`src/rtl/seg7_scan_scheduler.sv`:
```
// Eight-digit (max) multiplexed seven-segment scan scheduler with a tear-free double-buffered frame.
// Define SEG7_LZB_EN to blank leading-zero digits when a frame is transferred.
module seg7_scan_scheduler #(
    parameter int NUM_DIGITS  = 8,
    parameter int DIGIT_TICKS = 50000,
    parameter int BLANK_TICKS = 500
) (
    input  logic                      clk_i,
    input  logic                      reset_n,
    input  logic                      load_valid_i,
    output logic                      load_ready_o,
    input  logic [4*NUM_DIGITS-1:0]   digits_i,
    input  logic [NUM_DIGITS-1:0]     dp_i,
    input  logic [NUM_DIGITS-1:0]     digit_en_i,
    output logic [6:0]                seg_o,
    output logic                      dp_o,
    output logic [NUM_DIGITS-1:0]     an_o,
    output logic                      frame_done_o
);

    localparam int MAX_T = (DIGIT_TICKS > BLANK_TICKS) ? DIGIT_TICKS : BLANK_TICKS;
    localparam int TW    = (MAX_T > 1) ? $clog2(MAX_T) : 1;
    localparam int IW    = $clog2(NUM_DIGITS);
    localparam logic [TW-1:0] BLANK_LAST = TW'(BLANK_TICKS - 1);
    localparam logic [TW-1:0] DIGIT_LAST = TW'(DIGIT_TICKS - 1);
    localparam logic [IW-1:0] IDX_LAST   = IW'(NUM_DIGITS - 1);

    typedef enum logic {S_BLANK, S_SHOW} state_e;

    state_e                    state_q, state_d;
    logic [IW-1:0]             idx_q, idx_d;
    logic [TW-1:0]             tick_q, tick_d;
    logic                      boundary;

    logic                      shadow_full_q, shadow_full_d;
    logic [4*NUM_DIGITS-1:0]   shadow_digits_q, shadow_digits_d;
    logic [NUM_DIGITS-1:0]     shadow_dp_q, shadow_dp_d;
    logic [NUM_DIGITS-1:0]     shadow_en_q, shadow_en_d;

    logic [4*NUM_DIGITS-1:0]   active_digits_q, active_digits_d;
    logic [NUM_DIGITS-1:0]     active_dp_q, active_dp_d;
    logic [NUM_DIGITS-1:0]     active_en_q, active_en_d;

    logic [NUM_DIGITS-1:0]     an_q, an_d;
    logic [6:0]                seg_q, seg_d;
    logic                      dp_q, dp_d;
    logic                      frame_done_q, frame_done_d;

    function automatic logic [6:0] hex7(input logic [3:0] nib);
        logic [6:0] s;
        case (nib)
            4'h0: s = 7'b1000000;
            4'h1: s = 7'b1111001;
            4'h2: s = 7'b0100100;
            4'h3: s = 7'b0110000;
            4'h4: s = 7'b0011001;
            4'h5: s = 7'b0010010;
            4'h6: s = 7'b0000010;
            4'h7: s = 7'b1111000;
            4'h8: s = 7'b0000000;
            4'h9: s = 7'b0010000;
            4'hA: s = 7'b0001000;
            4'hB: s = 7'b0000011;
            4'hC: s = 7'b1000110;
            4'hD: s = 7'b0100001;
            4'hE: s = 7'b0000110;
            default: s = 7'b0001110;
        endcase
        return s;
    endfunction

`ifdef SEG7_LZB_EN
    // Walk down from the most significant digit; digits stay masked while every nibble above is zero.
    function automatic logic [NUM_DIGITS-1:0] lzb_mask(input logic [4*NUM_DIGITS-1:0] d);
        logic [NUM_DIGITS-1:0] m;
        logic                  zeros;
        m     = '1;
        zeros = 1'b1;
        for (int k = NUM_DIGITS - 1; k >= 1; k--) begin
            zeros = zeros & (d[4*k +: 4] == 4'h0);
            if (zeros) m[k] = 1'b0;
        end
        return m;
    endfunction
`endif

    always_comb begin
        state_d  = state_q;
        idx_d    = idx_q;
        tick_d   = tick_q + 1'b1;
        boundary = 1'b0;
        case (state_q)
            S_BLANK: begin
                if (tick_q == BLANK_LAST) begin
                    state_d = S_SHOW;
                    tick_d  = '0;
                end
            end
            S_SHOW: begin
                if (tick_q == DIGIT_LAST) begin
                    state_d  = S_BLANK;
                    tick_d   = '0;
                    boundary = (idx_q == IDX_LAST);
                    idx_d    = boundary ? '0 : idx_q + 1'b1;
                end
            end
        endcase
    end

    // Transfer and load are mutually exclusive: a load needs an empty shadow, a transfer a full one.
    always_comb begin
        shadow_full_d   = shadow_full_q;
        shadow_digits_d = shadow_digits_q;
        shadow_dp_d     = shadow_dp_q;
        shadow_en_d     = shadow_en_q;
        active_digits_d = active_digits_q;
        active_dp_d     = active_dp_q;
        active_en_d     = active_en_q;
        if (boundary && shadow_full_q) begin
            active_digits_d = shadow_digits_q;
            active_dp_d     = shadow_dp_q;
`ifdef SEG7_LZB_EN
            active_en_d     = shadow_en_q & lzb_mask(shadow_digits_q);
`else
            active_en_d     = shadow_en_q;
`endif
            shadow_full_d   = 1'b0;
        end else if (load_valid_i && !shadow_full_q) begin
            shadow_full_d   = 1'b1;
            shadow_digits_d = digits_i;
            shadow_dp_d     = dp_i;
            shadow_en_d     = digit_en_i;
        end
    end

    // Outputs are decoded from the next state so they change on the transition edge itself.
    // The active buffer only changes when the next state is blank, so its current value is safe here.
    always_comb begin
        an_d         = '1;
        seg_d        = 7'h7F;
        dp_d         = 1'b1;
        frame_done_d = (state_d == S_SHOW) && (idx_d == IDX_LAST) && (tick_d == DIGIT_LAST);
        if (state_d == S_SHOW) begin
            seg_d = hex7(active_digits_q[{idx_d, 2'b00} +: 4]);
            dp_d  = ~active_dp_q[idx_d];
            if (active_en_q[idx_d]) an_d[idx_d] = 1'b0;
        end
    end

    always_ff @(posedge clk_i or negedge reset_n) begin
        if (!reset_n) begin
            state_q         <= S_BLANK;
            idx_q           <= '0;
            tick_q          <= '0;
            shadow_full_q   <= 1'b0;
            active_digits_q <= '0;
            active_dp_q     <= '0;
            active_en_q     <= '0;
            an_q            <= '1;
            seg_q           <= 7'h7F;
            dp_q            <= 1'b1;
            frame_done_q    <= 1'b0;
        end else begin
            state_q         <= state_d;
            idx_q           <= idx_d;
            tick_q          <= tick_d;
            shadow_full_q   <= shadow_full_d;
            active_digits_q <= active_digits_d;
            active_dp_q     <= active_dp_d;
            active_en_q     <= active_en_d;
            an_q            <= an_d;
            seg_q           <= seg_d;
            dp_q            <= dp_d;
            frame_done_q    <= frame_done_d;
        end
    end

    // Shadow contents are qualified by shadow_full_q and need no reset.
    always_ff @(posedge clk_i) begin
        shadow_digits_q <= shadow_digits_d;
        shadow_dp_q     <= shadow_dp_d;
        shadow_en_q     <= shadow_en_d;
    end

    assign load_ready_o = ~shadow_full_q;
    assign an_o         = an_q;
    assign seg_o        = seg_q;
    assign dp_o         = dp_q;
    assign frame_done_o = frame_done_q;

endmodule

```
`config.mk`:
```
export PLATFORM = sky130hd
export DESIGN_NAME = seg7_scan_scheduler
export DESIGN_NICKNAME = d
export VERILOG_FILES = /design/src/rtl/seg7_scan_scheduler.sv
export SDC_FILE = /design/constraint.sdc
export NUM_CORES = 1
export LEC_CHECK = 0
export BUFFER_PORTS_ARGS = -buffer_cell sky130_fd_sc_hd__buf_2
export CORE_UTILIZATION = 52
export DETAILED_ROUTE_END_ITERATION = 8
export PLACE_DENSITY_LB_ADDON = 0.08
export SYNTH_ARGS = -nofsm -noshare
export SYNTH_HDL_FRONTEND = slang
export SYNTH_SLANG_ARGS = --single-unit
```
`constraint.sdc`:
```
create_clock -name clk_i -period 3.8 [get_ports clk_i]
set_input_delay 0.57 -clock clk_i [delete_from_list [all_inputs] [get_ports clk_i]]
set_output_delay 0.57 -clock clk_i [all_outputs]
set_load 0.005 [all_outputs]
```
==> metrics.md <==
| Metric | Value |
|---|---|
| Max-slew violation count | 0 |
| Routability cong. | 0.875 |
| Commonest cells after routing, fill and taps aside | 70 x dfrtp_1, 67 x buf_2, 62 x mux2_2 |
| Fin nets | 566 |
| Max Cap Viol | 0 |
| Synthesized Nets | 476 |
| Reg-to-reg slack, setup | 150 ps |
| Status | finished, final reports clean |
| Int Pwr | 2470 uW |
| Post-synth EDFFs | 48 |
| Die H | 107 um |
| Part of the power in registers | 47.9% |
| Worst Hold Class | in2async |
| Launch point of the worst reg-to-reg path | tick_q[11] |
| Core Region | 0.0105 mm^2 |
| Detailed placement HPWL | 7950 um |
| Final instance area | 0.00690 mm^2 |
| Synth-to-layout area growth | 20.4% |
| Share of cells above drive strength 1 | 40.0% |
| CTS tree | yes |
| Worst path slowest cell | or4_4 |
| Global route overflow | 0 |
| Clock skew | 13.6 ps |
| FF-to-FF End | seg_o[5] |
| Asr flop ratio synth | 64.2% |
| Area after DPL | 0.00632 mm^2 |
| Comb power frac | 1.3% |
| Commonest non-fill, non-tap cell in the layout | dfrtp_1 |
| Final worst-path cycle share | 96.1% |
| Worst-Skew Late Latency | 520 ps |
| Reg clk slew, reported paths | 60 ps |
| Post-synth cell types | 48 |
| RSZ-0062 raised after global routing | no |
| Hold Vio Cnt, Final | 0 |
| Period minus WS final | 3650 ps |
| Ports | 69 |
| All-layer global routing usage | 22.4% |
| Crit path cell chain | or4_4 > or4_4 > nor2_2 > mux2_2 > o21a_2 > or4_1 > mux2i_1 > a221o_1 |
| Syn Inst Count | 416 |
| M2 GR Usage | 37.0% |
| Worst-Margin Slew | 1100 ps |
| Worst-path maximum fanout | 7 |
| Via Count | 3617 |
| Worst setup SP type | register |
| Setup_tns | 0 ps |
| Setup bufs post-CTS | 0 |
| Busiest grt layer | met2 |
| Syn Area/Cell | 13.8 um^2 |
| Final design utilization | 65.7% |
| DR DRC count | 0 |
| Synth Flop Type | dfrtp_1 |
| Worst r2r path cells | 8 |
| Max Freq | 0.274 GHz |
| Vias in the first global route | 3763 |
| Final setup violating endpoints | 0 |
| CTS Sinks | 134 |
| Initial antenna violation count | 0 |
| Post-DRT Antenna Nets | 0 |
| Clock share of power | 50.8% |
| Power per cell area | 454 mW/mm^2 |
| Die ar. | 0.0114 mm^2 |
| Leakage | 0.00302 uW |
| Switching power | 664 uW |
| Syn Std Cell Area | 0.00573 mm^2 |
| First-pass GRT wire length | 19000 um |
| Pin count of the biggest net entering global routing | 87 |
| GR Util met3 | 5.59% |
| Worst VDD drop | 0.433 mV |
| CTS Buf Count | 17 |
| Max-slew headroom | 26.9% |
| Sequential share of the synthesized area | 63.1% |
| Worst path max stage delay | 630 ps |
| Post-CTS resize count | 0 |
| DIE WIDTH | 107 um |
| Clk buf depth | 2 |
| WL/cell | 17.7 um |
| Setup CP Type | reg2reg |
| Final hold slack | 204 ps |
| Synth Register Bits | 134 |
| Antenna diode instance count | 0 |
| Initial Utilization | 54.5% |
| Sw frac | 21.2% |
| Worst EP arrival | 4090 ps |
| Setup crit end | seg_o[5] |
| Met1 GRT Util | 27.8% |
| # rows | 37 |
| # placed instances | 623 |
| Clk root buf | clkbuf_8 |
| Critical Path Source | tick_q[11] |
| Crit. End Element | register |
| Synth warnings | 0 |
| Final WL | 11600 um |
| CTS H-Tree Depth | 4 |
| Critical path data required time | 4240 ps |
| Via density | 5.53 |
| Port-buffer cells | 68 |
| DRT iter0 DRCs | 222 |
| Critical path's most frequent cell | or4_4 |
| Non-Filler Instances | 654 |
| Drt pass-1 iters | 5 |
-- power by group through the flow --
stage / registers [uW] / clock network (uW) / logic (uW)
6_report: 1500 / 1590 / 41.6
5_1_grt: 1500 / 1680 / 47.6
4_1_cts: 1500 / 1620 / 43.5
3_5_place_dp: 1530 / 0 / 43.2
3_3_place_gp: 1530 / 0 / 41.5
2_1_floorplan: 1530 / 0 / 0.152
-- worst max-delay path, delay by kind of cell (launching register included) --
family             cells  cell delay (ps)
AOI/OAI and AO/OA      2              570
DFF                    1              450
muxes                  2              520
and+or+nand+nor        4             2040
-- registers in the layout (all words and copies together), names as in the netlist, 7 cells and up --
name	count
active_digits_q	32
active_dp_q	8
active_en_q	8
an_o	8
seg_o	7
shadow_digits_q	32
shadow_dp_q	8
shadow_en_q	8
tick_q	16
-- per-layer routing --
layer  part of all wire (%)  vias to the layer above
li1                       -                     1698
met1                     42                     1790
met2                     51                      106
met3                    3.7                       23
met4                    2.8                        0
met5                      0                        -
-- area by class of cell --
type                    instances  area [um^2]
clock buffers                  17          414
clock inverters                14          164
fillers                       767         3610
inverters                      13         48.8
multi-input cells             257         2020
flip-flops and latches        134         3610
well taps                     136          170
repair buffers                 83          468
-- logic make-up (layout without fill, tap and decap cells) --
kind of cell             count (synthesis)  after routing  share of synthesized area [%]
flip-flops                             134            134                           63.1
AND/OR/NAND/NOR                        109            109                           10.7
multiplexers                            77             77                           14.9
AO/OA/AOI/OAI                           46             46                           5.15
buffers and inverters                   25            127                           1.81
XOR/XNOR                                16             16                           2.45
adder cells (fa/ha/maj)                  9              9                           1.97
-- timing repair --
item / CTS / global route
endpoints found under the hold margin: 0 / 0
endpoints found under the setup margin: 0 / 1
hold buffers: 0 / 0
-- synth_stat cells, types with 6 or more instances --
library cell | instances | area, um^2
o22ai_1 | 7 | 43.8
dfrtp_1 | 70 | 1750
nor2_1 | 37 | 139
clkbuf_1 | 6 | 22.5
o21ai_0 | 7 | 35.0
mux2i_1 | 14 | 140
or2_1 | 8 | 50.1
dfstp_2 | 16 | 420
edfxtp_1 | 48 | 1440
xnor2_1 | 11 | 96.3
ha_1 | 9 | 113
mux2_2 | 62 | 698
a21oi_1 | 15 | 75.1
nand2_1 | 16 | 60.1
nand3_1 | 10 | 50.1
inv_1 | 12 | 45.0
-- stage by stage --
stage / total power (uW) / worst slack [ps]
finish: 3130 / 150
global route: 3220 / 12.4
CTS: 3160 / 153
detailed placement: 1570 / 167
global placement: 1570 / 231
floorplan: 1530 / 74.5
-- worst min-delay path by stage --
stage,slack (ps),startpoint,to
floorplan,270,reset_n,active_digits_q[0]
global placement,460,shadow_digits_q[24],active_digits_q[24]
detailed placement,460,shadow_digits_q[16],active_digits_q[16]
CTS,200,digits_i[0],shadow_digits_q[0]
global route,200,digits_i[28],shadow_digits_q[28]
finish,200,reset_n,tick_q[5]
Power figures use the tool's default switching activity.
